**src/rtl/uart_pkg.sv**
```systemverilog
// Shared definitions for the UART transmit path: FSM encoding, default baud
// divider and frame geometry.
package uart_pkg;

    typedef enum logic [1:0] {
        ST_IDLE  = 2'd0,
        ST_START = 2'd1,
        ST_DATA  = 2'd2,
        ST_STOP  = 2'd3
    } uart_state_e;

    // 50 MHz system clock at 115200 baud
    localparam int DEFAULT_CLKS_PER_BIT = 434;

    localparam int DATA_BITS  = 8;
    localparam int FRAME_BITS = 10;

endpackage

```
**src/rtl/uart_byte_fifo.sv**
```systemverilog
// Single-clock byte FIFO with registered occupancy count and full flag.
// Writes into a full FIFO are ignored even if a pop happens in the same cycle.
module uart_byte_fifo #(
    parameter int DEPTH = 16,
    parameter int WIDTH = 8
) (
    input  logic                     clk,
    input  logic                     reset_n,
    input  logic                     push,
    input  logic [WIDTH-1:0]         push_data,
    input  logic                     pop,
    output logic [WIDTH-1:0]         pop_data,
    output logic                     full,
    output logic [$clog2(DEPTH):0]   count,
    output logic [$clog2(DEPTH):0]   count_next
);

    localparam int PTR_W = $clog2(DEPTH);
    localparam logic [PTR_W:0] COUNT_EMPTY = {(PTR_W + 1){1'b0}};
    localparam logic [PTR_W:0] COUNT_FULL  = (PTR_W + 1)'(DEPTH);

    logic [WIDTH-1:0] mem_r [DEPTH];
    logic [PTR_W-1:0] wr_ptr_r;
    logic [PTR_W-1:0] rd_ptr_r;
    logic [PTR_W:0]   count_r;
    logic             full_r;
    logic [PTR_W:0]   count_next_s;
    logic             do_push_s;
    logic             do_pop_s;

    assign do_push_s  = push && !full_r;
    assign do_pop_s   = pop && (count_r != COUNT_EMPTY);
    assign pop_data   = mem_r[rd_ptr_r];
    assign full       = full_r;
    assign count      = count_r;
    assign count_next = count_next_s;

    // Occupancy after this cycle's accepted push/pop
    always_comb begin
        count_next_s = count_r;
        case ({do_push_s, do_pop_s})
            2'b10:   count_next_s = count_r + (PTR_W + 1)'(1);
            2'b01:   count_next_s = count_r - (PTR_W + 1)'(1);
            default: count_next_s = count_r;
        endcase
    end

    // Storage array; no reset needed since reads are guarded by the count
    always_ff @(posedge clk) begin
        if (do_push_s) begin
            mem_r[wr_ptr_r] <= push_data;
        end
    end

    // Pointers, count and full flag
    always_ff @(posedge clk or negedge reset_n) begin
        if (!reset_n) begin
            wr_ptr_r <= {PTR_W{1'b0}};
            rd_ptr_r <= {PTR_W{1'b0}};
            count_r  <= COUNT_EMPTY;
            full_r   <= 1'b0;
        end else begin
            if (do_push_s) begin
                wr_ptr_r <= wr_ptr_r + PTR_W'(1);
            end
            if (do_pop_s) begin
                rd_ptr_r <= rd_ptr_r + PTR_W'(1);
            end
            count_r <= count_next_s;
            full_r  <= (count_next_s == COUNT_FULL);
        end
    end

endmodule

```
**src/rtl/uart_tx_fifo.sv**
```systemverilog
// 8N1 UART transmitter fed from a byte FIFO. Frames are sent back to back
// while bytes are queued; tx_busy drops at the end of the last stop bit.
module uart_tx_fifo
    import uart_pkg::*;
#(
    parameter int CLKS_PER_BIT = DEFAULT_CLKS_PER_BIT,
    parameter int FIFO_DEPTH   = 16
) (
    input  logic                          clk,
    input  logic                          reset_n,
    input  logic [7:0]                    write_data,
    input  logic                          write_en,
    output logic                          tx_busy,
    output logic                          uart_tx,
    output logic                          fifo_full,
    output logic [$clog2(FIFO_DEPTH):0]   fifo_level,
    output logic                          overflow
);

    localparam int LVL_W = $clog2(FIFO_DEPTH) + 1;
    localparam int CNT_W = $clog2(CLKS_PER_BIT);
    localparam logic [CNT_W-1:0] BAUD_ZERO = {CNT_W{1'b0}};
    localparam logic [CNT_W-1:0] BAUD_LAST = CNT_W'(CLKS_PER_BIT - 1);
    localparam logic [LVL_W-1:0] LVL_ZERO  = {LVL_W{1'b0}};
    localparam logic [2:0]       LAST_BIT  = 3'(DATA_BITS - 1);

    uart_state_e      state_r;
    uart_state_e      next_state_s;
    logic [CNT_W-1:0] baud_cnt_r;
    logic [CNT_W-1:0] next_baud_s;
    logic [2:0]       bit_idx_r;
    logic [2:0]       next_bit_idx_s;
    logic [7:0]       shift_r;
    logic [7:0]       next_shift_s;
    logic             tx_r;
    logic             next_tx_s;
    logic             busy_r;
    logic             overflow_r;
    logic             pop_s;
    logic             baud_done_s;
    logic [7:0]       fifo_data_s;
    logic             fifo_full_s;
    logic [LVL_W-1:0] fifo_level_s;
    logic [LVL_W-1:0] level_next_s;

    uart_byte_fifo #(
        .DEPTH (FIFO_DEPTH),
        .WIDTH (8)
    ) u_fifo (
        .clk        (clk),
        .reset_n    (reset_n),
        .push       (write_en),
        .push_data  (write_data),
        .pop        (pop_s),
        .pop_data   (fifo_data_s),
        .full       (fifo_full_s),
        .count      (fifo_level_s),
        .count_next (level_next_s)
    );

    assign baud_done_s = (baud_cnt_r == BAUD_LAST);
    assign uart_tx     = tx_r;
    assign tx_busy     = busy_r;
    assign fifo_full   = fifo_full_s;
    assign fifo_level  = fifo_level_s;
    assign overflow    = overflow_r;

    // Frame sequencing: the line value for the next bit is registered at each boundary
    always_comb begin
        next_state_s   = state_r;
        next_baud_s    = baud_cnt_r;
        next_bit_idx_s = bit_idx_r;
        next_shift_s   = shift_r;
        next_tx_s      = tx_r;
        pop_s          = 1'b0;
        case (state_r)
            ST_IDLE: begin
                next_baud_s = BAUD_ZERO;
                if (fifo_level_s != LVL_ZERO) begin
                    pop_s        = 1'b1;
                    next_shift_s = fifo_data_s;
                    next_tx_s    = 1'b0;
                    next_state_s = ST_START;
                end else begin
                    next_tx_s = 1'b1;
                end
            end
            ST_START: begin
                if (baud_done_s) begin
                    next_baud_s    = BAUD_ZERO;
                    next_tx_s      = shift_r[0];
                    next_shift_s   = {1'b0, shift_r[7:1]};
                    next_bit_idx_s = 3'd0;
                    next_state_s   = ST_DATA;
                end else begin
                    next_baud_s = baud_cnt_r + CNT_W'(1);
                end
            end
            ST_DATA: begin
                if (baud_done_s) begin
                    next_baud_s = BAUD_ZERO;
                    if (bit_idx_r == LAST_BIT) begin
                        next_tx_s    = 1'b1;
                        next_state_s = ST_STOP;
                    end else begin
                        next_tx_s      = shift_r[0];
                        next_shift_s   = {1'b0, shift_r[7:1]};
                        next_bit_idx_s = bit_idx_r + 3'd1;
                    end
                end else begin
                    next_baud_s = baud_cnt_r + CNT_W'(1);
                end
            end
            ST_STOP: begin
                if (baud_done_s) begin
                    next_baud_s = BAUD_ZERO;
                    // Chain straight into the next start bit when more data is queued
                    if (fifo_level_s != LVL_ZERO) begin
                        pop_s        = 1'b1;
                        next_shift_s = fifo_data_s;
                        next_tx_s    = 1'b0;
                        next_state_s = ST_START;
                    end else begin
                        next_tx_s    = 1'b1;
                        next_state_s = ST_IDLE;
                    end
                end else begin
                    next_baud_s = baud_cnt_r + CNT_W'(1);
                end
            end
            default: begin
                next_baud_s  = BAUD_ZERO;
                next_tx_s    = 1'b1;
                next_state_s = ST_IDLE;
            end
        endcase
    end

    // State, datapath and registered status outputs
    always_ff @(posedge clk or negedge reset_n) begin
        if (!reset_n) begin
            state_r    <= ST_IDLE;
            baud_cnt_r <= BAUD_ZERO;
            bit_idx_r  <= 3'd0;
            shift_r    <= 8'h00;
            tx_r       <= 1'b1;
            busy_r     <= 1'b0;
            overflow_r <= 1'b0;
        end else begin
            state_r    <= next_state_s;
            baud_cnt_r <= next_baud_s;
            bit_idx_r  <= next_bit_idx_s;
            shift_r    <= next_shift_s;
            tx_r       <= next_tx_s;
            busy_r     <= (next_state_s != ST_IDLE) || (level_next_s != LVL_ZERO);
            overflow_r <= overflow_r | (write_en & fifo_full_s);
        end
    end

endmodule
```
**config.mk**
```make
export PLATFORM = sky130hd
export DESIGN_NAME = uart_tx_fifo
export DESIGN_NICKNAME = d
export VERILOG_FILES = /design/src/rtl/uart_pkg.sv /design/src/rtl/uart_byte_fifo.sv /design/src/rtl/uart_tx_fifo.sv
export SDC_FILE = /design/constraint.sdc
export NUM_CORES = 1
export LEC_CHECK = 0
export CAP_MARGIN = 5
export CORE_MARGIN = 5
export CORE_UTILIZATION = 35
export DETAILED_ROUTE_END_ITERATION = 16
export DONT_BUFFER_PORTS = 1
export GPL_TIMING_DRIVEN = 0
export HOLD_SLACK_MARGIN = 0.15
export SETUP_SLACK_MARGIN = 0.3
export SLEW_MARGIN = 20
export SYNTH_ARGS = -nofsm -noshare
export SYNTH_HDL_FRONTEND = slang
export SYNTH_SLANG_ARGS = --single-unit
```
**constraint.sdc**
```tcl
create_clock -name clk -period 3.8 [get_ports clk]
set_input_delay 0.19 -clock clk [delete_from_list [all_inputs] [get_ports clk]]
set_output_delay 0.19 -clock clk [all_outputs]
set_load 0.01 [all_outputs]
```
## Word-level counts from Yosys, hierarchy flattened

Memories as Yosys holds them, arrays and structs flattened.
Index checks and enable logic that the tools add are counted.

- Bits in registers: 39
- Bits in writable memories: 128
- Output and inout port bits: 9
- Logic and storage cells: 76
- Memories kept: 1

- $add $sub $neg: 6
- Eq/ne operators: 12
- Multiplexer cells: 31
- Bitwise logic cells: 2
- Reduce and logical (&&, ||, !) cells: 13

Memories:

| memory | depth | bits a word | read ports | clocked after memory_dff | write ports | RTL line | RTL |
|---|---|---|---|---|---|---|---|
| u_fifo.mem_r | 16 | 8 | 1 | 0 | 1 | uart_byte_fifo.sv:22 | `logic [WIDTH-1:0] mem_r [DEPTH];` |

Operator list:

| operator | number |
|---|---|
| $mux 8 | 5 |
| $pmux 8 s4 | 1 |
| $pmux 9 s2 | 1 |
| $mux 1 | 10 |
| $mux 2 | 5 |
| $pmux 5 s2 | 1 |
| $reduce_bool 5->1 | 2 |
| $add 9x1->9 const B | 1 |
| $eq 9x9->1 const B | 1 |
| $mux 3 | 3 |
| $mux 9 | 1 |
| $add 4x1->4 const B | 2 |
| $ne 2x2->1 const B | 4 |
| $pmux 2 s4 | 1 |
| $reduce_and 4->1 | 2 |
| $eq 2x2->1 const B | 3 |
| $pmux 3 s2 | 1 |
| $add 5x1->5 const B | 1 |
| $eq 5x5->1 const B | 1 |
| $sub 5x1->5 const B | 1 |
| $eq 2x1->1 const B | 2 |
| $pmux 1 s4 | 1 |
| $reduce_bool 2->1 | 2 |
| $add 3x1->3 const B | 1 |
| 10 further kinds | 11 |

## Depth between registers and ports, before layout

Gate-level depths: netlist (run 1).

- Depth after elaboration: 9
- Depth in mapped cells: 12

## Hierarchy

From an unflattened synthesis (run 1), not the netlist that was laid out.

- Cell total of the unflattened synthesis: 411
- Area total of the unflattened synthesis: 7235.7 um^2

By module, submodules not included:

| module | instances | cells each | area each (um^2) |
|---|---|---|---|
| uart_byte_fifo | 1 | 278 | 5795.6 |
| uart_tx_fifo | 1 | 133 | 1440.1 |

## Worst setup path before layout (run 1)

Ideal clock, no wire load.

- Path type: reg-to-reg
- Start: register u_fifo.count_r[3] (netlist: u_fifo.count[3])
- End: register busy_r (netlist: tx_busy)
- Setup time: 0.136 ns
- Data arrival time: 3.035 ns
- Setup slack: 0.629 ns
- Cell stages (with the launch flop): 11
- Period minus slack after synthesis: 3.171 ns
- Cells stage by stage: dfrtp_1 > or4_4 > nor2_2 > a211oi_2 > ha_1 > fa_1 > a21o_1 > a2111oi_0 > nor3_1 > a2111oi_2 > nand4b_1

- Word-level cells in the longest chain between the ends: 9
- Elaborated cells between the ends (all ways): 17
- Classes of those cells: 2 x add/sub; 2 x eq/ne; 8 x mux; 5 x reduce/logical

RTL lines:

| element | RTL line | RTL |
|---|---|---|
| from (decl) | uart_byte_fifo.sv:25 | `logic [PTR_W:0] count_r;` |
| from (signal assigned) | uart_byte_fifo.sv:69 | `count_r <= count_next_s;` |
| $reduce_bool 5->1 (*) | uart_byte_fifo.sv:32, uart_tx_fifo.sv:79, uart_tx_fifo.sv:118 |  |
| $mux 1 | uart_tx_fifo.sv:79, uart_tx_fifo.sv:118 |  |
| $mux 1 | uart_tx_fifo.sv:115 | `if (baud_done_s) begin` |
| $pmux 1 s2 | uart_tx_fifo.sv:76 | `case (state_r)` |
| $logic_and 1x1->1 (*) | uart_byte_fifo.sv:32 | `assign do_pop_s = pop && (count_r != COUNT_EMPTY);` |
| net u_fifo.do_pop_s | uart_byte_fifo.sv:29 | `logic do_pop_s;` |
| $eq 2x1->1 / $eq 2x2->1 (equally long branches) | uart_byte_fifo.sv:41 | `case ({do_push_s, do_pop_s})` |
| $pmux 5 s2 (*) | uart_byte_fifo.sv:41 |  |
| $reduce_bool 5->1 (*) | uart_tx_fifo.sv:155 | `busy_r <= (next_state_s != ST_IDLE) \|\| (level_next_s != LVL_ZERO);` |
| $logic_or 1x1->1 (*) | uart_tx_fifo.sv:155 |  |
| to (signal assigned) | uart_tx_fifo.sv:155 |  |
| to (decl) | uart_tx_fifo.sv:37 | `logic busy_r;` |

Mark *: on every way through the listed nets, which the timed path passes. The rest lies on a longest branch.
A chain may end at the register's enable or synchronous reset.

## Worst setup path after layout (run 1)

Ends and elaborated chain as after synthesis.

==> results.toml, run 1 <==
[outcome]
status = "completed"

[synthesis]
syn_nets = 485
synth_cells = 455
synth-edff-count = 128
synth_async_sr_flop_share_pct = 23.4
yosysSeqAreaShare_pct = 66.8
synth_cell_types = 56
synth_seq_cells = 167
ys.flop_type = "edfxtp_1"
syn-cell-area_um2 = 7210
yosysWarnings = 0
syn_avg_cell_area_um2 = 15.9

[sta]
finalWorstSetupSlack_ns = 0.474
setup_tns_ns = 0
fin_crit_ns = 3.33
worst_pin_slew_ns = 0.663
rsz0062_at_grt = "no"
finalSetupViolations = 0
skew_ns = 0.0193
relSlewSlack_pct = 55.8
finalCritPeriodShare_pct = 87.5
max_freq_mhz = 301
hold_viol_final = 0
slew_viol_final = 0
holdWs_ns = 0.227

[global_route]
grt_pass1_vias = 3982
grt_pass1_wl_um = 22400
antenna_found_initial = 0
globalRouteMet2Util_pct = 20.7
busiest_layer = "met2"
grt_max_degree = 40
grtUsageMet3_pct = 2.56
grt-ovfl-total = 0
grtUsageTotal_pct = 12.4
met1_usage_pct = 16.0

[floorplan]
die_h_um = 154
start_util_pct = 35.7
dieArea_um2 = 23600
coreArea_um2 = 20200
die_w_um = 154
pin_count = 20
rows = 52

[placement]
placedCellCount = 725
place_hpwl_um = 9670
preCtsSetupSlack_ns = 0.0368
globalplace.congestion = 0.775
portBuffers = 0

[cts]
insertion_delay_ns = 0.43
cts_buffers = 17
cts.sink_count = 167
cts_tree = "yes"
cts_root_buf = "clkbuf_16"
clk_path_buf_depth = 2
path_clk_slew_ns = 0.06
cts_max_level = 4

[setup_path]
rrSetupSlack_ns = 0.47
rr_startpoint = "u_fifo.count[3]"
path_max_fanout = 8
worst_r2r_path_depth = 10
path_delay_family = "simple AND/OR/NAND/NOR gates"
slowest_delay_ns = 0.59
slowest_stage = "or4_4"
timing.critical_path.to_type = "flip-flop"
r2r-end = "tx_busy"
critical_path_required_ns = 4.09
crit_chain = "or4_4 > nor2_2 > a211oi_4 > ha_2 > fa_1 > a21o_1 > a2111oi_2 > nor3_1 > a2111oi_2 > nand4b_1"
cp-start-kind = "flip-flop"
worst-path-buf-inv = 0
worstPathArrival_ns = 3.61
path_common_cell = "a2111oi_2"
worst-setup-path-type = "reg -> reg"

[detailed_routing]
drt_pass1_iterations = 4
drtIter0Drc = 216
vias = 3880
drtAntennaViolNets = 0
avgViaCountPerCell = 5.05
wl_per_cell_um = 18.4
drc = 0
finalWirelength_um = 14100

[cells_and_area]
drive_gt1_share_pct = 16.5
layout_common_cells = "edfxtp_1 (128), dfrtp_1 (38), mux2i_1 (32), nand2_1 (23), a221oi_1 (21)"
mostFrequentLayoutCell = "edfxtp_1"
syn2layout_area_growth_pct = 14.1
fin_cells = 768
antenna_cells = 0
fin_nets = 516

[power]
power_density_nw_per_um2 = 745
vdd_drop_max_v = 0.000407
leakage_nw = 2.95

[run]
cap_violations = 0

[hold_path]
hp-class = "in -> async"
Yosys cell counts, types with 2 or more instances:
library cell	instances	area, um^2
buf_4	5	37.5
clkbuf_1	6	22.5
nand3_1	12	60.1
o21a_1	7	52.6
ha_1	18	225
o211ai_2	7	87.6
and3_1	4	25.0
buf_2	6	30.0
a221oi_1	21	184
nand2_1	23	86.3
and2_1	18	113
xnor2_1	12	105
nor2_1	20	75.1
inv_1	12	45.0
a21o_1	5	37.5
nand4_1	2	12.5
mux2_2	2	22.5
a22oi_1	3	22.5
o21ai_1	2	10.0
mux2i_1	32	320
xor2_1	4	35.0
edfxtp_1	128	3840
mux4_2	16	360
a21oi_1	5	25.0
a221oi_2	2	30.0
nor2b_1	3	18.8
dfrtp_1	38	951
o21ai_0	9	45.0
o31ai_1	2	15.0
nor3_1	5	25.0
layout make-up:
| class | count | area, um^2 |
|---|---|---|
| well taps | 270 | 338 |
| inverters | 12 | 45.0 |
| repair buffers | 12 | 128 |
| plain buffers | 19 | 105 |
| multi-input cells | 257 | 2260 |
| flip-flops and latches | 167 | 4820 |
| fillers | 1806 | 12000 |
| clock inverters | 12 | 103 |
| clock buffers | 19 | 433 |
what timing repair did:
action | 4_1_cts | 5_1_grt
hold buffers | 11 | 0
endpoints found under the hold margin | 168 | 0
setup buffers | 1 | 0
setup endpoints to repair | 3 | 2
gates resized for setup | 2 | 2
pin swaps | 1 | 0
power by group:
part | internal (mW) | switching (mW)
registers | 2.27 | 0.189
logic | 0.881 | 1.21
clock network | 0.895 | 0.683
total | 4.05 | 2.09
through the flow:
| stage | util [%] | power [mW] | cell area, um^2 |
|---|---|---|---|
| after floorplan | - | 4.00 | 7210 |
| after global placement | 37.3 | 4.49 | 7550 |
| after detailed placement | 37.3 | 4.56 | 7550 |
| after CTS | 40.7 | 6.19 | 8230 |
| after global routing | 40.7 | 6.49 | 8230 |
| final | 40.7 | 6.13 | 8230 |
cells by family after synthesis:
family | synth area share (%)
fa+ha+maj | 3.40
mux | 9.90
xor+xnor | 1.94
buf+inv | 2.08
flops | 66.8
simple gates | 7.11
compound gates | 8.74
worst max path at each step:
stage               startpoint  slack (ns)  depth (start not counted)       to
2_1_floorplan  u_fifo.count[3]        0.63                         10  tx_busy
6_report       u_fifo.count[3]        0.47                         10  tx_busy
5_1_grt        u_fifo.count[3]        0.33                         10  tx_busy
3_3_place_gp     baud_cnt_r[1]        0.16                         12  tx_busy
4_1_cts        u_fifo.count[3]        0.35                         10  tx_busy
3_5_place_dp     baud_cnt_r[1]        0.04                         12  tx_busy
layer usage:
| metal | up-vias | share of wire (%) | routed length (um) |
|---|---|---|---|
| li1 | 1822 | - | - |
| met1 | 1982 | 44 | 6290 |
| met2 | 62 | 51 | 7200 |
| met3 | 14 | 2.7 | 386 |
| met4 | 0 | 1.8 | 257 |
| met5 | - | 0 | 0 |
registers in the layout, summed over array words and instances, names as in the netlist:
register	flops
uart_tx	1
state_r	2
baud_cnt_r	9
u_fifo.full	1
u_fifo.mem_r	128
bit_idx_r	3
u_fifo.rd_ptr_r	4
u_fifo.count	5
tx_busy	1
overflow	1
shift_r	8
u_fifo.wr_ptr_r	4
Power figures use the tool's default switching activity.
==> run 2, diff against run 1 <==
- RECOVER_POWER: default -> 100
- clock period: 3.8 -> 4.07 ns (I/O delays scaled with it)
==> results.toml, run 2 (same netlist as run 1, synthesis figures left out) <==
[outcome]
status = "finished, violations left"
violations = "max-capacitance violations, max-slew violations"

[sta]
finalCritPeriodShare_pct = 87.3
slew_viol_final = 40
rsz0062_at_grt = "no"
skew_ns = 0.0179
holdWs_ns = 0.308
relSlewSlack_pct = -49.1
max_freq_mhz = 282
hold_viol_final = 0
fin_crit_ns = 3.55
worst_pin_slew_ns = 2.24
setup_tns_ns = 0
finalSetupViolations = 0

[detailed_routing]
finalWirelength_um = 14100
avgViaCountPerCell = 5.03
drtAntennaViolNets = 0
wl_per_cell_um = 18.3
drc = 0
drtIter0Drc = 193
vias = 3860
drt_pass1_iterations = 4

[cells_and_area]
fin_area_um2 = 8180
reg.largest.list = "u_fifo.mem_r x128, baud_cnt_r x9, shift_r x8"
fin_nets = 516
syn2layout_area_growth_pct = 13.3
drive_gt1_share_pct = 14.7
regMostFlops = "u_fifo.mem_r"
layout_common_cells = "edfxtp_1 (128), dfrtp_1 (38), mux2i_1 (32), nand2_1 (23)"
largest_reg_flops = 128
mostFrequentLayoutCell = "edfxtp_1"
antenna_cells = 0

[cts]
cts_max_level = 4
insertion_delay_ns = 0.43
cts.sink_count = 167
cts_buffers = 17
clk_path_buf_depth = 2
cts_root_buf = "clkbuf_16"
path_clk_slew_ns = 0.06
cts_tree = "yes"

[global_route]
grt-ovfl-total = 0
grt_pass1_wl_um = 22400
grt_max_degree = 40
antenna_found_initial = 0
grtUsageTotal_pct = 12.4
grt_pass1_vias = 3999

[setup_path]
crit_path_start = "u_fifo.count[3]"
cp-start-kind = "flip-flop"
critical_path_required_ns = 4.36
worstPathArrival_ns = 3.84
worst_r2r_path_depth = 10
slowest_stage = "or4_1"
crit_chain = "or4_1 > nor2_1 > a211oi_1 > ha_2 > fa_1 > a21o_1 > a2111oi_0 > nor3_1 > a2111oi_2 > nand4b_1"
timing.critical_path.to_type = "flip-flop"
worst-setup-path-type = "reg -> reg"
path_max_fanout = 8
rr_startpoint = "u_fifo.count[3]"
slowest_delay_ns = 0.61

[floorplan]
start_util_pct = 35.7
die_w_um = 154
rows = 52
die_h_um = 154
coreArea_um2 = 20200
pin_count = 20
dieArea_um2 = 23600

[placement]
placed_area_um2 = 7550
portBuffers = 0
globalplace.congestion = 0.775
place_hpwl_um = 9670

[hold_path]
holdCritStartpoint = "write_en"
holdPathStages = 3
hp-class = "in -> reg"

[power]
p_total_mw = 5.67
vdd_drop_max_v = 0.000377
power_density_nw_per_um2 = 694
leakage_nw = 2.92

[run]
cap_violations = 1
-- run 2: layout make-up --
class,count,area (um^2)
Timing Repair Buffer,12,108
Inverter,12,45.0
Buffer,19,104
Clock buffer,19,433
Sequential cell,167,4820
Multi-Input combinational cell,257,2230
Fill cell,1811,12100
Tap cell,270,338
Clock inverter,12,103
-- run 2: what timing repair did --
item                                    CTS  global route
pin swaps                                 0             1
hold buffers                             11             0
gates resized for setup                   1             1
endpoints found under the hold margin   168             0
endpoints found under the setup margin    1             2
setup buffers                             0             1
cloned                                    0             0
-- run 2: through the flow --
step / util [%] / worst slack [ns] / std cells
floorplan: - / 0.899 / 455
global placement: 37.3 / 0.432 / 725
detailed placement: 37.3 / 0.307 / 725
CTS: 40.6 / 0.412 / 767
global route: 40.4 / 0.272 / 768
finish: 40.4 / 0.518 / 768
-- run 2: where the power goes --
part / switching (mW) / internal (mW)
clock network: 0.636 / 0.835
registers: 0.174 / 2.12
logic: 1.11 / 0.794
-- run 2: final timing paths --
path / end / slack (ns)
setup / recovery: tx_busy / 0.52
hold / removal: u_fifo.wr_ptr_r[0] / 0.31
setup reg to reg: tx_busy / 0.52
hold reg to reg: shift_r[1] / 0.49
max in group asynchronous: u_fifo.rd_ptr_r[3] / 1.79
min in group asynchronous: baud_cnt_r[2] / 0.98
-- run 2: worst max-delay path: cells and delay by family (launching register included) --
family | cells | cell delay (ns)
and+or+nand+nor | 4 | 1.14
AOI/OAI and AO/OA | 4 | 1.12
adders and majority gates | 2 | 0.68
DFF | 1 | 0.47
-- run 2: metal layers --
metal / part of all wire (%) / GRT usage [%] / vias up / routed length (um)
met5: 0 / 0 / - / 0
met4: 2.1 / 5.09 / 0 / 289
met3: 3.6 / 2.59 / 14 / 500
met2: 50 / 20.6 / 61 / 7080
met1: 44 / 16.0 / 1967 / 6200
li1: - / - / 1818 / -
